==> src/rtl/fb_pkg.sv <==
// Shared frame-buffer constants and the burst-writer FSM state type.
package fb_pkg;

    localparam logic [29:0] FRAME_BUFFER_ADDRESS = 30'h3800_0000;
    localparam int unsigned FRAME_BUFFER_WIDTH  = 800;
    localparam int unsigned FRAME_BUFFER_HEIGHT = 480;
    localparam int unsigned FRAME_BUFFER_LENGTH = FRAME_BUFFER_WIDTH * FRAME_BUFFER_HEIGHT * 4;

    localparam int unsigned SDRAM_ADDR_W = 29;
    localparam int unsigned SDRAM_DATA_W = 64;
    localparam int unsigned BURST_W      = 8;

    typedef enum logic [1:0] {
        IDLE,
        WAIT_DATA,
        BURST,
        DONE
    } wr_state_t;

endpackage

==> src/rtl/fb_write_fifo.sv <==
// First-word-fall-through FIFO holding packed 64-bit pixel pairs for the burst writer.
module fb_write_fifo
    import fb_pkg::*;
#(
    parameter int unsigned FIFO_DEPTH = 16
) (
    input  logic                          clock,
    input  logic                          reset_n,
    input  logic                          push,
    input  logic                          pop,
    input  logic [SDRAM_DATA_W-1:0]       data_in,
    output logic [SDRAM_DATA_W-1:0]       data_out,
    output logic [$clog2(FIFO_DEPTH):0]   count,
    output logic                          full,
    output logic                          empty
);

    localparam int unsigned AW = $clog2(FIFO_DEPTH);
    localparam int unsigned CW = AW + 1;

    logic [SDRAM_DATA_W-1:0] mem [FIFO_DEPTH];
    logic [AW-1:0]           wr_ptr;
    logic [AW-1:0]           rd_ptr;
    logic                    do_push;
    logic                    do_pop;

    assign full     = (count == CW'(FIFO_DEPTH));
    assign empty    = (count == '0);
    assign do_pop   = pop && !empty;
    // A pop frees the slot the push lands in, so push is allowed while full.
    assign do_push  = push && (!full || do_pop);
    assign data_out = mem[rd_ptr];

    always_ff @(posedge clock) begin
        if (do_push) begin
            mem[wr_ptr] <= data_in;
        end
    end

    always_ff @(posedge clock or negedge reset_n) begin
        if (!reset_n) begin
            wr_ptr <= '0;
            rd_ptr <= '0;
            count  <= '0;
        end else begin
            if (do_push) begin
                wr_ptr <= wr_ptr + 1'b1;
            end
            if (do_pop) begin
                rd_ptr <= rd_ptr + 1'b1;
            end
            if (do_push && !do_pop) begin
                count <= count + 1'b1;
            end else if (do_pop && !do_push) begin
                count <= count - 1'b1;
            end
        end
    end

endmodule

==> src/rtl/fb_burst_writer.sv <==
// Avalon-MM burst write master: packs a pixel stream into 64-bit words and writes one frame to SDRAM.
module fb_burst_writer
    import fb_pkg::*;
#(
    parameter logic [29:0] ADDRESS      = FRAME_BUFFER_ADDRESS,
    parameter int unsigned LENGTH       = FRAME_BUFFER_LENGTH,
    parameter int unsigned BURST_LENGTH = 8,
    parameter int unsigned FIFO_DEPTH   = 16
) (
    input  logic                    clock,
    input  logic                    reset_n,
    input  logic                    start,
    input  logic                    buffer_select,
    input  logic [31:0]             pixel_data,
    input  logic                    pixel_valid,
    output logic                    pixel_ready,
    output logic                    busy,
    output logic                    done,
    output logic [SDRAM_ADDR_W-1:0] address,
    output logic [BURST_W-1:0]      burstcount,
    input  logic                    waitrequest,
    output logic [SDRAM_DATA_W-1:0] writedata,
    output logic [7:0]              byteenable,
    output logic                    write
);

    localparam int unsigned TOTAL_WORDS  = LENGTH / 8;
    localparam int unsigned TOTAL_PIXELS = 2 * TOTAL_WORDS;
    localparam logic [SDRAM_ADDR_W-1:0] BASE0 = SDRAM_ADDR_W'(32'(ADDRESS) >> 3);
    localparam logic [SDRAM_ADDR_W-1:0] BASE1 = SDRAM_ADDR_W'((32'(ADDRESS) + LENGTH) >> 3);

    wr_state_t                   state;
    logic [SDRAM_ADDR_W-1:0]     next_addr;
    logic [31:0]                 words_remaining;
    logic [31:0]                 pixels_accepted;
    logic [BURST_W-1:0]          beats_left;
    logic [BURST_W-1:0]          this_burst;
    logic [31:0]                 half_data;
    logic                        half_valid;

    logic                        accept;
    logic                        fifo_push;
    logic                        fifo_pop;
    logic [SDRAM_DATA_W-1:0]     fifo_head;
    logic [$clog2(FIFO_DEPTH):0] fifo_count;
    logic                        fifo_full;
    logic                        fifo_empty;

    assign pixel_ready = busy && !fifo_full && (pixels_accepted < 32'(TOTAL_PIXELS));
    assign accept      = pixel_valid && pixel_ready;
    assign fifo_push   = accept && half_valid;
    assign fifo_pop    = write && !waitrequest;
    assign byteenable  = '1;
    // Head of the FIFO is the current beat; it only advances on an accepted beat.
    assign writedata   = write ? fifo_head : '0;

    always_comb begin
        this_burst = BURST_W'(BURST_LENGTH);
        if (words_remaining < 32'(BURST_LENGTH)) begin
            this_burst = words_remaining[BURST_W-1:0];
        end
    end

    fb_write_fifo #(
        .FIFO_DEPTH(FIFO_DEPTH)
    ) u_fifo (
        .clock   (clock),
        .reset_n (reset_n),
        .push    (fifo_push),
        .pop     (fifo_pop),
        .data_in ({pixel_data, half_data}),
        .data_out(fifo_head),
        .count   (fifo_count),
        .full    (fifo_full),
        .empty   (fifo_empty)
    );

    always_ff @(posedge clock or negedge reset_n) begin
        if (!reset_n) begin
            state           <= IDLE;
            next_addr       <= '0;
            words_remaining <= '0;
            pixels_accepted <= '0;
            beats_left      <= '0;
            half_data       <= '0;
            half_valid      <= 1'b0;
            busy            <= 1'b0;
            done            <= 1'b0;
            write           <= 1'b0;
            address         <= '0;
            burstcount      <= '0;
        end else begin
            case (state)
                IDLE: begin
                    if (start) begin
                        next_addr       <= buffer_select ? BASE1 : BASE0;
                        words_remaining <= 32'(TOTAL_WORDS);
                        pixels_accepted <= '0;
                        half_valid      <= 1'b0;
                        busy            <= 1'b1;
                        state           <= WAIT_DATA;
                    end
                end
                WAIT_DATA: begin
                    if (!fifo_empty && (32'(fifo_count) >= 32'(this_burst))) begin
                        address    <= next_addr;
                        burstcount <= this_burst;
                        beats_left <= this_burst;
                        write      <= 1'b1;
                        state      <= BURST;
                    end
                end
                BURST: begin
                    if (!waitrequest) begin
                        if (beats_left == 8'd1) begin
                            write           <= 1'b0;
                            next_addr       <= next_addr + SDRAM_ADDR_W'(burstcount);
                            words_remaining <= words_remaining - 32'(burstcount);
                            if (words_remaining == 32'(burstcount)) begin
                                done  <= 1'b1;
                                state <= DONE;
                            end else begin
                                state <= WAIT_DATA;
                            end
                        end else begin
                            beats_left <= beats_left - 1'b1;
                        end
                    end
                end
                DONE: begin
                    done  <= 1'b0;
                    busy  <= 1'b0;
                    state <= IDLE;
                end
                default: state <= IDLE;
            endcase

            if (accept) begin
                pixels_accepted <= pixels_accepted + 1'b1;
                half_valid      <= !half_valid;
                if (!half_valid) begin
                    half_data <= pixel_data;
                end
            end
        end
    end

endmodule
==> config.mk <==
export PLATFORM = sky130hd
export DESIGN_NAME = fb_burst_writer
export DESIGN_NICKNAME = d
export VERILOG_FILES = /design/src/rtl/fb_pkg.sv /design/src/rtl/fb_write_fifo.sv /design/src/rtl/fb_burst_writer.sv
export SDC_FILE = /design/constraint.sdc
export NUM_CORES = 1
export LEC_CHECK = 0
export CORE_UTILIZATION = 49
export CTS_BUF_LIST = sky130_fd_sc_hd__clkbuf_4
export CTS_CLUSTER_DIAMETER = 50
export DETAILED_ROUTE_END_ITERATION = 8
export HOLD_SLACK_MARGIN = 0.12
export PLACE_DENSITY = 0.76
export SYNTH_ARGS = -nofsm -noshare
export SYNTH_HDL_FRONTEND = slang
export SYNTH_SLANG_ARGS = --single-unit
==> constraint.sdc <==
create_clock -name clock -period 10.8 [get_ports clock]
set_input_delay 1.62 -clock clock [delete_from_list [all_inputs] [get_ports clock]]
set_output_delay 1.62 -clock clock [all_outputs]
set_load 0.03 [all_outputs]
==> out/summary.txt <==
Status = finished, violations left
Failing checks = DRC
Sequential share of power = 0.435
Area leader, netlist = edfxtp_1
Post-route DRC = 6
GRT Util Overall = 0.219
Vias per Instance = 5.89
1st-pass router iterations = 9
Clock Path Buffers = 4
Sw Ratio = 0.322
Max_cap viols = 0
Synth top cells by count = edfxtp_1, mux4_2, dfrtp_1
Area delta synth->final = 13.9%
Clock share of power = 0.257
Post-synth EDFFs = 1024
R2R depth = 12
Detail Route Antenna Nets = 0
Synthesized area per cell = 20.2 um2
Worst-Margin Slew = 1.12 ns
Clock Latency Late Sink = 1.15 ns
Slowest stage delay, CP = 1.13 ns
Power per cell area = 267 mW/mm2
Post-synth ARST share = 0.156
Die area = 0.0995 mm2
Nets = 2836
Post-Syn Area = 0.0482 mm2
Slowest cell on the critical path = dfrtp_4
Most numerous cell on the critical path = mux4_2
GP Congestion = 0.833
CP bufs+invs = 2
Num ports = 151
Max Freq = 149 MHz
Flop2flop setup slack = 6.66 ns
Final Max Slew Viols = 0
IR Drop Worst-Case VDD = 229 uV
Initial Util = 0.497
CP endpoint kind = output port
Placed cell area = 0.0510 mm2
Layout Cell Area excl Fill = 0.0549 mm2
Cell count after synthesis = 2381
Die W = 316 um
Final Hold Fails = 0
Core area = 0.0970 mm2
CTS resizes = 0
Most common cell in the netlist = edfxtp_1
Max_slew headroom = 0.252
Row count = 114
Cts hold-fix bufs = 0
Final setup viols = 0
Clk pin slew, worst setup/hold paths = 0.07 ns
Yosys warns = 0
H-tree levels = 5
Largest net degree at the start of global routing = 124
Yosys reg bits = 1213
Combinational share of power = 0.308
CTS tree = built
# port buffers = 142
Levels on crit path = 5
# Post-CTS Setup Buffers = 0
Post-synth top flop = edfxtp_1
Clk_skew = 0.0929 ns
RSZ-0062 raised after global routing = no
Crit. Startpoint = u_fifo.rd_ptr[0]
Synth cell types = 68
Top post-synthesis cells by area = edfxtp_1, mux4_2, dfrtp_1
CP Data Required Time = 9.18 ns
Share of post-route cells with drive strength above 1 = 0.308
Die H = 316 um
Total grt overflow = 0
CTS Buf Count = 312
Register area share after synthesis = 0.737
1st-iter DRT viols = 2465
Crit path kind = reg -> out
Crit share post-route = 0.621
WL per Instance = 25.0 um
Top cell type's share of synthesized area = 0.638
Critical Path AT = 5.09 ns
End of the critical path = writedata[1]
Clock Sinks = 1213
Vias in the first global route = 26400
CP delay by family, top = buffers and inverters
Switching component of the power = 4.72 mW
Nature of the critical path startpoint = flop
First-pass GRT wire length = 160 mm
CTS Root Cell = clkbuf_4
FF-to-FF End = beats_left[0]
Hold slack = 0.484 ns
Internal power = 9.93 mW
Reg-to-reg critical path startpoint = words_remaining[20]
Leakage power = 18.6 nW
Worst path cell trace = buf_12 > mux4_2 > mux4_2 > and2_1 > clkdlybuf4s50_1
Initial antenna violation count = 7
Hold Crit Class = reg -> reg
Min cycle time layout = 6.71 ns
Post-DP HPWL = 56.8 mm
Total routed wirelength = 107 mm
CP max FO = 123
Setup TNS = 0 ns
Via count = 25100
==> registers in the layout, summed over array words and instances (netlist names) <==
register	cells
u_fifo.wr_ptr	4
burstcount	8
done	1
pixels_accepted	32
address	29
state	2
beats_left	8
words_remaining	32
u_fifo.mem	1024
half_valid	1
next_addr	29
half_data	32
write	1
busy	1
u_fifo.count	5
u_fifo.rd_ptr	4
==> how the worst min path moves through the flow <==
| stage | from | to | cells past startpoint |
|---|---|---|---|
| finish | pixels_accepted[21] | pixels_accepted[21] | 1 |
| global route | pixels_accepted[16] | pixels_accepted[16] | 1 |
| CTS | pixels_accepted[16] | pixels_accepted[16] | 1 |
| detailed placement | pixels_accepted[16] | pixels_accepted[16] | 1 |
| global placement | pixels_accepted[16] | pixels_accepted[16] | 1 |
| floorplan | pixels_accepted[16] | pixels_accepted[16] | 1 |
==> cells by family (layout without fill, tap and decap cells) <==
kind of cell	count (synthesis)	count (layout)	share of synthesized area
AO/OA/AOI/OAI	157	157	0.0206
buffers and inverters	136	733	0.0123
AND/OR/NAND/NOR	398	398	0.0457
adder cells (fa/ha/maj)	36	36	0.00982
XOR/XNOR	56	56	0.0102
flip-flops	1213	1213	0.737
other	1	15	0.0000779
multiplexers	384	384	0.165
==> cells in the final DEF, fill, tap and decap left out, drive strengths merged, types with 63 or more instances in the layout <==
| cell | n |
|---|---|
| mux4 | 320 |
| nor2 | 74 |
| clkinv | 77 |
| o21ai | 65 |
| and2 | 101 |
| clkdlybuf4s50 | 141 |
| dfrtp | 189 |
| nand2 | 65 |
| clkbuf | 451 |
| mux2 | 63 |
| edfxtp | 1024 |
==> power groups by stage <==
stage	clock, mW	sequential [mW]	combinational, mW
finish	3.77	6.38	4.50
global route	4.09	6.45	4.78
global placement	0	6.43	4.48
CTS	3.86	6.39	4.57
detailed placement	0	6.49	4.55
floorplan	0	6.14	3.22
==> stage by stage <==
step	util	cells	power, mW	setup slack, ns
final	0.566	4268	14.6	4.09
after global routing	0.566	4266	15.3	3.74
after CTS	0.566	4262	14.8	3.85
after detailed placement	0.526	3724	11.0	5.02
after global placement	0.526	3724	10.9	5.07
after floorplan	-	2389	9.37	6.46
==> routing by layer <==
metal / up-vias / wire [um] / track usage
met4: 2 / 2130 / 0.0725
met5: - / 17 / 0
met3: 170 / 9290 / 0.0521
met2: 1211 / 54200 / 0.363
li1: 10700 / - / -
met1: 13100 / 41200 / 0.287
==> area by class of cell <==
cell class	count	area, um2
Multi-Input combinational cell	1040	12200
Clock inverter	88	453
Inverter	20	75.1
Antenna cell	6	15.0
Clock buffer	450	3380
Sequential cell	1213	35500
Timing Repair Buffer	175	1690
Tap cell	1276	1600
Fill cell	7053	42100
Note: power is estimated with default switching activity, not from simulation.
